File: src/rtl/alu_pkg.sv
// alu_pkg: shared ALU select, aluOp class and R-type funct-nibble constants.
// Used by the ALU control decoder and by the ALU itself.
package alu_pkg;

  localparam int unsigned ALU_SEL_W = 4;
  localparam int unsigned OP_W      = 2;
  localparam int unsigned FUNCT_W   = 6;
  localparam int unsigned NIB_W     = 4;

  // ALU operation select encodings
  localparam logic [ALU_SEL_W-1:0] ALU_AND  = 4'b0000;
  localparam logic [ALU_SEL_W-1:0] ALU_OR   = 4'b0001;
  localparam logic [ALU_SEL_W-1:0] ALU_ADD  = 4'b0010;
  localparam logic [ALU_SEL_W-1:0] ALU_XOR  = 4'b0011;
  localparam logic [ALU_SEL_W-1:0] ALU_SUB  = 4'b0110;
  localparam logic [ALU_SEL_W-1:0] ALU_SLT  = 4'b0111;
  localparam logic [ALU_SEL_W-1:0] ALU_SLTU = 4'b1000;
  localparam logic [ALU_SEL_W-1:0] ALU_NOR  = 4'b1100;

  // aluOp classes from main control (OP_RTYPE is any value with bit 1 set)
  localparam logic [OP_W-1:0] OP_ADD   = 2'b00;
  localparam logic [OP_W-1:0] OP_SUB   = 2'b01;
  localparam logic [OP_W-1:0] OP_RTYPE = 2'b10;

  // R-type funct[3:0] nibbles
  localparam logic [NIB_W-1:0] FN_ADD  = 4'b0000;
  localparam logic [NIB_W-1:0] FN_ADDU = 4'b0001;
  localparam logic [NIB_W-1:0] FN_SUB  = 4'b0010;
  localparam logic [NIB_W-1:0] FN_SUBU = 4'b0011;
  localparam logic [NIB_W-1:0] FN_AND  = 4'b0100;
  localparam logic [NIB_W-1:0] FN_OR   = 4'b0101;
  localparam logic [NIB_W-1:0] FN_XOR  = 4'b0110;
  localparam logic [NIB_W-1:0] FN_NOR  = 4'b0111;
  localparam logic [NIB_W-1:0] FN_SLT  = 4'b1010;
  localparam logic [NIB_W-1:0] FN_SLTU = 4'b1011;

endpackage

File: src/rtl/alu_ctr_if.sv
// alu_ctr_if: control-side bundle of the ALU control decoder.
//   master: drives aluOp, funct, clr; observes all decoder outputs.
//   slave : the decoder; drives aluCtr, illegal, aluCtr_q, illegal_sticky, illegal_cnt.
interface alu_ctr_if
  import alu_pkg::*;
#(
  parameter int unsigned CNT_W = 8
);
  logic [OP_W-1:0]      aluOp;
  logic [FUNCT_W-1:0]   funct;
  logic                 clr;
  logic [ALU_SEL_W-1:0] aluCtr;
  logic                 illegal;
  logic [ALU_SEL_W-1:0] aluCtr_q;
  logic                 illegal_sticky;
  logic [CNT_W-1:0]     illegal_cnt;

  modport master (
    output aluOp, funct, clr,
    input  aluCtr, illegal, aluCtr_q, illegal_sticky, illegal_cnt
  );

  modport slave (
    input  aluOp, funct, clr,
    output aluCtr, illegal, aluCtr_q, illegal_sticky, illegal_cnt
  );
endinterface

File: src/rtl/alu_ctr_decode.sv
// alu_ctr_decode: pure combinational ALU select decoder.
//   aluOp, funct -> aluCtr (ALU select), illegal (undefined R-type funct).
module alu_ctr_decode
  import alu_pkg::*;
(
  input  logic [OP_W-1:0]      aluOp,
  input  logic [FUNCT_W-1:0]   funct,
  output logic [ALU_SEL_W-1:0] aluCtr,
  output logic                 illegal
);

  // funct[5:4] never participate in the decode
  logic unused_funct_hi;
  assign unused_funct_hi = ^funct[FUNCT_W-1:NIB_W];

  // aluOp[1] selects R-type regardless of aluOp[0]
  always_comb begin
    aluCtr  = ALU_ADD;
    illegal = 1'b0;
    if (aluOp[1]) begin
      case (funct[NIB_W-1:0])
        FN_ADD, FN_ADDU: aluCtr = ALU_ADD;
        FN_SUB, FN_SUBU: aluCtr = ALU_SUB;
        FN_AND:          aluCtr = ALU_AND;
        FN_OR:           aluCtr = ALU_OR;
        FN_XOR:          aluCtr = ALU_XOR;
        FN_NOR:          aluCtr = ALU_NOR;
        FN_SLT:          aluCtr = ALU_SLT;
        FN_SLTU:         aluCtr = ALU_SLTU;
        default: begin
          aluCtr  = ALU_ADD;
          illegal = 1'b1;
        end
      endcase
    end else if (aluOp == OP_SUB) begin
      aluCtr = ALU_SUB;
    end else begin
      aluCtr = ALU_ADD;
    end
  end

endmodule

File: src/rtl/alu_ctr.sv
// alu_ctr: ALU control decoder with registered select and illegal-funct monitor.
//   clk, rst_n : clock, async active-low reset
//   bus        : alu_ctr_if slave (aluOp/funct/clr in; aluCtr/illegal comb out;
//                aluCtr_q/illegal_sticky/illegal_cnt registered out)
module alu_ctr
  import alu_pkg::*;
#(
  parameter int unsigned CNT_W = 8
) (
  input  logic        clk,
  input  logic        rst_n,
  alu_ctr_if.slave    bus
);

  logic [ALU_SEL_W-1:0] alu_ctr_c;
  logic                 illegal_c;

  logic [ALU_SEL_W-1:0] sel_d,    sel_q;
  logic                 sticky_d, sticky_q;
  logic [CNT_W-1:0]     cnt_d,    cnt_q;

  alu_ctr_decode u_decode (
    .aluOp   (bus.aluOp),
    .funct   (bus.funct),
    .aluCtr  (alu_ctr_c),
    .illegal (illegal_c)
  );

  // Next-state: clr beats a simultaneous illegal; counter saturates at all-ones
  always_comb begin
    sel_d    = alu_ctr_c;
    sticky_d = sticky_q;
    cnt_d    = cnt_q;
    if (bus.clr) begin
      sticky_d = 1'b0;
      cnt_d    = '0;
    end else if (illegal_c) begin
      sticky_d = 1'b1;
      if (cnt_q != {CNT_W{1'b1}}) begin
        cnt_d = cnt_q + CNT_W'(1);
      end
    end
  end

  // State registers
  always_ff @(posedge clk or negedge rst_n) begin
    if (!rst_n) begin
      sel_q    <= ALU_ADD;
      sticky_q <= 1'b0;
      cnt_q    <= '0;
    end else begin
      sel_q    <= sel_d;
      sticky_q <= sticky_d;
      cnt_q    <= cnt_d;
    end
  end

  assign bus.aluCtr         = alu_ctr_c;
  assign bus.illegal        = illegal_c;
  assign bus.aluCtr_q       = sel_q;
  assign bus.illegal_sticky = sticky_q;
  assign bus.illegal_cnt    = cnt_q;

endmodule

File: src/flat_wrapper.sv
// flat-port wrapper written by rule: the top's interface ports become plain ports
module alu_ctr_flat import alu_pkg::*;
#(
  parameter int unsigned CNT_W = 8
)
  (clk, rst_n, bus_aluOp, bus_funct, bus_clr, bus_aluCtr, bus_illegal, bus_aluCtr_q, bus_illegal_sticky, bus_illegal_cnt);
  alu_ctr_if #(.CNT_W(CNT_W)) bus_i ();
  input  logic clk;
  input  logic rst_n;
  input wire logic [$bits(bus_i.aluOp)-1:0] bus_aluOp;
  input wire logic [$bits(bus_i.funct)-1:0] bus_funct;
  input wire logic [$bits(bus_i.clr)-1:0] bus_clr;
  output wire logic [$bits(bus_i.aluCtr)-1:0] bus_aluCtr;
  output wire logic [$bits(bus_i.illegal)-1:0] bus_illegal;
  output wire logic [$bits(bus_i.aluCtr_q)-1:0] bus_aluCtr_q;
  output wire logic [$bits(bus_i.illegal_sticky)-1:0] bus_illegal_sticky;
  output wire logic [$bits(bus_i.illegal_cnt)-1:0] bus_illegal_cnt;
  assign bus_i.aluOp = bus_aluOp;
  assign bus_i.funct = bus_funct;
  assign bus_i.clr = bus_clr;
  assign bus_aluCtr = bus_i.aluCtr;
  assign bus_illegal = bus_i.illegal;
  assign bus_aluCtr_q = bus_i.aluCtr_q;
  assign bus_illegal_sticky = bus_i.illegal_sticky;
  assign bus_illegal_cnt = bus_i.illegal_cnt;
  alu_ctr #(.CNT_W(CNT_W)) u_core (.clk(clk), .rst_n(rst_n), .bus(bus_i));
endmodule
File: config.mk
export PLATFORM = sky130hd
export DESIGN_NAME = alu_ctr_flat
export DESIGN_NICKNAME = d
export VERILOG_FILES = /design/src/rtl/alu_pkg.sv /design/src/rtl/alu_ctr_if.sv /design/src/rtl/alu_ctr_decode.sv /design/src/rtl/alu_ctr.sv /design/src/flat_wrapper.sv
export SDC_FILE = /design/constraint.sdc
export NUM_CORES = 1
export LEC_CHECK = 0
export ABC_AREA = 1
export CAP_MARGIN = 10
export CORE_UTILIZATION = 45
export DETAILED_ROUTE_END_ITERATION = 16
export GPL_ROUTABILITY_DRIVEN = 0
export GPL_TIMING_DRIVEN = 0
export PLACE_DENSITY = 0.82
export SLEW_MARGIN = 20
export SYNTH_ARGS = -nofsm -noshare
export SYNTH_HDL_FRONTEND = slang
export SYNTH_HIERARCHICAL = 1
export SYNTH_SLANG_ARGS = --single-unit
export TNS_END_PERCENT = 10
File: constraint.sdc
create_clock -name clk -period 4 [get_ports clk]
set_input_delay 0.6 -clock clk [delete_from_list [all_inputs] [get_ports clk]]
set_output_delay 0.6 -clock clk [all_outputs]
set_load 0.05 [all_outputs]
* Yosys cells after proc, flatten, opt, wreduce, memory -nomap -nowiden
Cells that the tools add are included.
** Operators by class
- $lt $le $gt $ge :: 0
- Bitwise gates (word level) :: 0
- Reductions and logical operators :: 6
- Multipliers :: 0
- Shift operators :: 0
- Add/sub/neg operators :: 1
- Equality and inequality tests :: 11
- Muxes and demuxes :: 10
- Divide/modulo/power cells :: 0
** Operator list (number)
- 4-bit case mux with 7 select lines :: 1
- 8-bit two-way mux :: 3
- 4-bit by 3-bit == test with 1-bit output (second input constant) :: 4
- 10-bit OR reduction :: 1
- 8-bit by 1-bit adder with 8-bit output (second input constant) :: 1
- 4-bit by 2-bit == test with 1-bit output (second input constant) :: 2
- 4-bit == test (second input constant) :: 2
- 8-bit != test (second input constant) :: 1
- 4-bit by 1-bit == test with 1-bit output (second input constant) :: 1
- 4-bit logical NOT :: 1
- 1-bit two-way mux :: 4
- 4-bit two-way mux :: 1
- 2-bit nonzero test :: 2
- 3-bit two-way mux :: 1
- 2-bit by 1-bit == test with 1-bit output (second input constant) :: 1
- 2-bit AND reduction :: 1
- 2-bit OR reduction :: 1
** Word-level totals
- ROM bits :: 0
- Bits in registers :: 13
- Memories kept :: 0
- Bits in writable memories :: 0
- Bits in latches :: 0

* Logic depth before layout (Yosys ltp)
Gate-level depths: netlist of run 1.
- Depth after elaboration :: 6
- Mapped depth :: 9

* Modules after synthesis
Netlist of run 1, hierarchy kept.
** By module, submodules not included
- alu_ctr :: times used 1, sequential area each 326.6 µm², area each 606.8 µm², cells each 73
- alu_ctr_decode :: times used 1, sequential area each 0.0 µm², area each 131.4 µm², cells each 30

* Worst setup path before layout of run 1
Ideal clock, no wire load.
- Path type :: input -> register
- Start point :: in bus_funct[2]
- End point :: reg u_core.cnt_q[7] (netlist: u_core/bus.illegal_cnt[7])
- Path buffers :: 0
- Slack :: 1745 ps
- Required time :: 3887 ps
- Stages :: 9
- Data arrival time :: 2142 ps
- Library setup time :: 113 ps
- Cells stage by stage :: inv_1 > nand2_1 > inv_1 > nor3_2 > inv_1 > a21oi_1 > nand3_1 > nand2_1 > inv_1
** On the way
- Longest elaborated chain between the ends :: 6
- Elaborated cells between the ends (all ways) :: 15
- Classes of those cells :: eq/ne (9); mux (2); reduce/logical (4)
** RTL lines
- from (decl) :: line flat_wrapper.sv:11 : input wire logic [$bits(bus_i.funct)-1:0] bus_funct;
- 4-bit == test, or another cell as far along :: line alu_ctr_decode.sv:21 : case (funct[NIB_W-1:0])
- 10-bit OR reduction (no source line) *
- 1-bit two-way mux * :: line alu_ctr_decode.sv:21
- 1-bit two-way mux * :: line alu_ctr_decode.sv:20 : if (aluOp[1]) begin
- net bus_illegal :: line flat_wrapper.sv:14 : output wire logic [$bits(bus_i.illegal)-1:0] bus_illegal;
- 2-bit nonzero test (no source line) *
- 2-bit AND reduction (no source line) *
- to (signal assigned) :: line alu_ctr.sv:54 : cnt_q <= cnt_d;
- to (decl) :: line alu_ctr.sv:20 : logic [CNT_W-1:0] cnt_d, cnt_q;
Mark *: on every way through the listed nets, which the timed path passes. The rest lies on a longest branch.
A chain may end at the register's enable or synchronous reset.

* Final worst setup path of run 1
- Start point :: in bus_funct[2]
- End point :: out bus_illegal
** On the way
- Longest elaborated chain between the ends :: 4
- Elaborated cells between the ends (all ways) :: 13
- Classes of those cells :: eq/ne (9); mux (2); reduce/logical (2)
** RTL lines (line)
- 4-bit == test, or another cell as far along :: alu_ctr_decode.sv:21
- 10-bit OR reduction (no source line) *
- 1-bit two-way mux * :: alu_ctr_decode.sv:21
- 1-bit two-way mux * :: alu_ctr_decode.sv:20
- to (decl) :: flat_wrapper.sv:14
Every way passes the cells marked *; elsewhere a longest branch is shown, timed or not.

==> results of run 1 <==
-- power breakdown --
part | leakage (nW) | switching, mW | internal, mW
clock | 0.0150 | 0.0424 | 0.0386
combinational | 0.330 | 0.0480 | 0.0251
sequential | 0.174 | 0.00249 | 0.136
total | 0.519 | 0.0929 | 0.200
-- layout by cell type (no fill, tap or decap) --
cell type        Yosys  routed
nand2_1             31      31
clkdlybuf4s50_1      0      26
inv_1               14      14
dfrtp_1             12      12
nand3_1             10      10
nor2_1               9       9
a21oi_1              7       7
nand2_2              5       5
clkbuf_4             0       3
nor2_2               3       3
inv_2                2       2
clkbuf_1             0       1
clkinv_2             1       1
a21o_2               1       1
nor3_1               1       1
or2_2                1       1
o21ai_0              1       1
o21ai_1              1       1
ha_1                 1       1
dfstp_2              1       1
a21oi_2              1       1
nor3_2               1       1
-- metal layers --
layer,global-route usage,vias to the layer above,part of all wire,routed length [um]
met5,0,-,0,0
li1,-,386,-,-
met2,0.3385,23,0.52,834
met3,0.02155,4,0.035,57
met4,0.1500,0,0.018,29
met1,0.2397,342,0.43,696
-- flip-flops by register name, summed over array words and instances, names as in the netlist --
| signal | count |
|---|---|
| u_core/bus.aluCtr_q | 4 |
| u_core/bus.illegal_cnt | 8 |
| u_core/bus.illegal_sticky | 1 |
-- cell families after synthesis --
kind of cell	count (synthesis)	share of synthesized area
adder cells (fa/ha/maj)	1	0.01695
AND/OR/NAND/NOR	61	0.3678
buffers and inverters	17	0.08813
flip-flops	13	0.4424
AO/OA/AOI/OAI	11	0.08473
-- final cells by class --
class	count	area [um^2]	share of cell area
Multi-Input combinational cell	73	346.6	0.3317
Tap cell	16	20.02	0.01916
Sequential cell	13	326.6	0.3126
Inverter	17	65.06	0.06228
Clock buffer	4	26.28	0.02515
Timing Repair Buffer	26	260.3	0.2491
-- per-stage QoR --
stage / total power [mW] / hold slack (ns)
after floorplan: 0.1845 / 0.3044
after global placement: 0.2129 / 0.4840
after detailed placement: 0.2146 / 0.4983
after CTS: 0.2984 / 0.5193
after global routing: 0.3064 / 0.5331
final: 0.2927 / 0.5110
-- worst min-delay path by stage --
stage / start / to / slack (ns) / depth (start not counted)
6_report: u_core/bus.illegal_sticky$_DFFE_PN0P_ / u_core/bus.illegal_sticky$_DFFE_PN0P_ / 0.51 / 2
5_1_grt: u_core/bus.illegal_sticky$_DFFE_PN0P_ / u_core/bus.illegal_sticky$_DFFE_PN0P_ / 0.53 / 2
4_1_cts: u_core/bus.illegal_sticky$_DFFE_PN0P_ / u_core/bus.illegal_sticky$_DFFE_PN0P_ / 0.52 / 2
3_5_place_dp: u_core/bus.illegal_sticky$_DFFE_PN0P_ / u_core/bus.illegal_sticky$_DFFE_PN0P_ / 0.50 / 2
3_3_place_gp: u_core/bus.illegal_sticky$_DFFE_PN0P_ / u_core/bus.illegal_sticky$_DFFE_PN0P_ / 0.48 / 2
2_1_floorplan: rst_n / u_core/bus.aluCtr_q[0]$_DFF_PN0_ / 0.30 / 0
-- worst max-delay path: stages --
cell and delay, ns:
clkdlybuf4s50_1 0.50, inv_1 0.08, nand2_1 0.08, inv_1 0.06, nor3_2 0.27, clkdlybuf4s50_1 0.87
==> impl_metrics.toml, run 1 <==
[outcome]
status = "finished, final reports clean"

[clock_network]
cts_tree = "done"
path_clk_slew_ns = 0.08
ctsResizeCount = 0
cts_max_path_buffers = 2
clock-sinks = 13
numCtsBuffers = 3
clkLatencyLatePin_ns = 0.27
cts-root-buf = "clkbuf_4"
ctsHtreeMaxLevel = 1
postCtsSetupRepairBufs = 0
cts-hold-fix-buffers = 0

[floorplan]
dieArea_um2 = 1806
rows = 14
ios = 29
die_w_um = 42.50
start_util = 0.4844
die_h_um = 42.50
core-area_um2 = 1524

[critical_path]
cp_max_fo = 5
rrSetupSlack_ns = 2.47
rr_worst_depth = 7
crit_end = "bus_illegal"
r2r-start = "u_core/bus.illegal_cnt[1]$_DFFE_PN0P_"
crit_path_start = "bus_funct[2]"
crit_type = "input port to output pin"
crit_path_start_kind = "input port"
required_ns = 3.40
crit_arrival_ns = 2.46
regToRegEndpoint = "u_core/bus.illegal_cnt[7]$_DFFE_PN0P_"
crit_path_end_kind = "output pin"

[route]
wl_per_cell_um = 10.85
ant_nets = 0
drt_wl_total_mm = 1.616
via_count = 755
post-route-drc-count = 0
detail_route.vias_per_cell = 5.067
firstDrtPassIters = 4
drt_iter0_markers = 13

[synthesis]
async_reset_ff_frac = 1.000
synth_enable_flop_cells = 0
synth_warnings = 6
synth_nets = 115
ys.flop_type = "dfrtp_1"
synth_cell_types = 19
synth.most_common_cell = "nand2_1"
synth_area_leaders = "dfrtp_1, nand2_1, inv_1"
yosys-top-cells-count = "nand2_1, inv_1, dfrtp_1"
syn_inst = 103
avgSynthCellArea_um2 = 7.167
synth_top_area_frac = 0.4068
syn_area_um2 = 738.2
synth_largest_area_cell = "dfrtp_1"
synth-seq-cells = 13
ys_seq_area_frac = 0.4424

[flow_run]
cap_violations = 0

[placed_design]
numPortBuffers = 26
post-place-ws_ns = 0.9120
dp_hpwl_mm = 1.310
placed_cell_area_um2 = 1018
dp.cells = 145

[sta]
rsz0062_at_grt = "false"
fin_skew_ns = 0.0008242
fin_ws_ns = 0.9364
min_period_over_period = 0.7659
hold_viol = 0
setup_viol = 0
clock.fmax_mhz = 326.4
worst-slew-pin-transition_ns = 0.5801
relSlewSlack = 0.6120
fin_setup_tns_ns = 0
slew_viol_final = 0
period_minus_slack_ns = 3.064

[grt]
grt_antenna_before_repair = 0
first_global_vias = 695
track_usage = 0.2036
grt_overflow = 0
grt_pass1_wl_mm = 2.732
grt_max_degree = 14

[pwr]
power.leakage_nw = 0.5195
ir_drop_mv = 0.2049
p_per_area_nw_per_um2 = 280.1

[cells_and_area]
syn2layout_area_growth_pct = 41.53
drive_above_1_share = 0.1429
num-fill-cells = 124
stdcell_count = 149
nets = 146
n_antenna_cell = 0
post-route-util = 0.6856
fin_area_um2 = 1045

[hold_path]
hp-class = "flip-flop to flip-flop"
Note: power is estimated with default switching activity, not from simulation.
==> run 2: changes to the inputs <==
CORE_UTILIZATION = 38   (was 45)
PLACE_DENSITY = 0.74   (was 0.82)
clock period = 2.65 ns   (was 4 ns; I/O delays follow)
==> run 2 against run 1 <==
Effect of this change: global-route usage decreased by 3.8 points; final area increased by 0.96%; combinational power increased by 49%; register-to-register slack got worse by 1.4 ns; largest cell class unchanged; cell count increased by 6.0%; clock power increased by 48%; sequential share of layout area decreased by 0.30 points.
==> impl_metrics.toml, run 2 (same netlist as run 1, synthesis figures left out) <==
[sta]
clock.fmax_mhz = 393.7
hold_viol = 0
fin_skew_ns = 0.003460
worst-slew-pin-transition_ns = 0.5599
rsz0062_at_grt = "false"
period_minus_slack_ns = 2.540
setup_viol = 0
fin_ws_ns = 0.1100
fin_setup_tns_ns = 0
relSlewSlack = 0.6256
slew_viol_final = 0
min_period_over_period = 0.9585
fin_hold_ws_ns = 0.4826

[placed_design]
dp_hpwl_mm = 1.244
placed_cell_area_um2 = 1030
post-place-ws_ns = -0.04487
numPortBuffers = 26
dp.cells = 154

[grt]
grt_pass1_wl_mm = 2.442
globalRouteMet2Util = 0.2704
grt_use_met1 = 0.1985
grt_overflow = 0
grt_antenna_before_repair = 0
track_usage = 0.1660
busiest_layer = "met2"
grt_max_degree = 14
first_global_vias = 611
grt_util_met3 = 0.04314

[floorplan]
die_h_um = 46.08
dieArea_um2 = 2123
ios = 29
start_util = 0.4184
rows = 15
core-area_um2 = 1764
die_w_um = 46.08

[pwr]
ir_drop_mv = 0.2791
power.leakage_nw = 0.5230
fin_total_pwr_mw = 0.4382
seqPwrFrac = 0.477
p_clk_frac = 0.273
p_per_area_nw_per_um2 = 415.5
p_sw_mw = 0.1373
pwr-share-comb = 0.249
p_int_mw = 0.3010
swShare = 0.3132

[cells_and_area]
largest_reg_flops = 8
syn2layout_area_growth_pct = 42.88
drive_above_1_share = 0.1429
num-fill-cells = 173
nets = 146
layout_commonest_cell = "nand2_1"
fin_area_um2 = 1055
n_antenna_cell = 0
stdcell_count = 158
post-route-util = 0.5979
mostFrequentLayoutCells = "nand2_1, clkdlybuf4s50_1, inv_1"

[clock_network]
clkLatencyLatePin_ns = 0.27
clock-sinks = 13
path_clk_slew_ns = 0.08
numCtsBuffers = 3
cts_tree = "done"
ctsHtreeMaxLevel = 1
cts-root-buf = "clkbuf_4"
postCtsSetupRepairBufs = 0
cts_max_path_buffers = 2
cts-hold-fix-buffers = 0

[route]
wl_per_cell_um = 9.981
via_count = 764
drt_iter0_markers = 20
ant_nets = 0
drt_wl_total_mm = 1.577
firstDrtPassIters = 6
detail_route.vias_per_cell = 4.835
post-route-drc-count = 0

[critical_path]
cpPeakStageDelay_ns = 0.82
crit_path_end_kind = "output pin"
path_common_cell = "clkdlybuf4s50_1"
r2r-start = "u_core/bus.illegal_cnt[0]$_DFFE_PN0P_"
crit_path_start_kind = "input port"
worstPathCellList = "clkdlybuf4s50_1 > inv_2 > nor2_2 > nand2_1 > a21oi_2 > clkdlybuf4s50_1"
crit_type = "input port to output pin"
rrSetupSlack_ns = 1.12
rr_worst_depth = 7
required_ns = 2.25
regToRegEndpoint = "u_core/bus.illegal_cnt[7]$_DFFE_PN0P_"
cpMaxStageDelayCell = "clkdlybuf4s50_1"
cp_max_fo = 4
crit_arrival_ns = 2.14

[outcome]
status = "finished, final reports clean"

[flow_run]
cap_violations = 0

[hold_path]
hp-class = "input port to asynchronous set/reset pin"
## run 2: cell type report
| cell class | instances | area, um^2 | area share |
|---|---|---|---|
| timing repair buffer | 26 | 259.0 | 0.2456 |
| inverter | 17 | 65.06 | 0.06168 |
| clock buffer | 4 | 26.28 | 0.02491 |
| tap | 25 | 31.28 | 0.02966 |
| sequential | 13 | 326.6 | 0.3096 |
| multi-input combinational | 73 | 346.6 | 0.3286 |
## run 2: metal layers
layer | up-vias | share of wire
li1 | 384 | -
met1 | 348 | 0.43
met2 | 30 | 0.49
met3 | 2 | 0.075
met4 | 0 | 0.013
met5 | - | 0
## run 2: how the worst max path moves through the flow
stage                            start                                     to  slack [ns]  depth (start not counted)
after detailed placement  bus_funct[2]                            bus_illegal       -0.04                          6
after floorplan           bus_funct[2]  u_core/bus.illegal_cnt[7]$_DFFE_PN0P_        0.60                          9
final                     bus_funct[1]                          bus_aluCtr[0]        0.11                          6
after global routing      bus_funct[1]                          bus_aluCtr[0]        0.04                          6
after global placement    bus_funct[2]                            bus_illegal       -0.04                          6
after CTS                 bus_funct[1]                          bus_aluCtr[0]        0.11                          6
## run 2: critical path, delay by kind of cell
kind	cells	cell delay [ns]
AO/OA/AOI/OAI	1	0.14
buffers and inverters	3	1.41
AND/OR/NAND/NOR	2	0.19
## run 2: timing repair
item	in CTS	in global routing
gates resized for setup	1	0
endpoints found under the setup margin	1	0
hold endpoints to repair	0	0
## run 2: power groups by stage
stage | clock [mW] | combinational, mW | sequential (mW)
after floorplan | 0 | 0.0420 | 0.236
after global placement | 0 | 0.109 | 0.213
after detailed placement | 0 | 0.110 | 0.213
after CTS | 0.123 | 0.110 | 0.209
after global routing | 0.135 | 0.117 | 0.210
final | 0.120 | 0.109 | 0.209
==> run 3: changes to the inputs <==
GPL_ROUTABILITY_DRIVEN = default   (was 0)
==> results of run 3 <==
Final layout, timing and power as in run 2 (identical DEF).
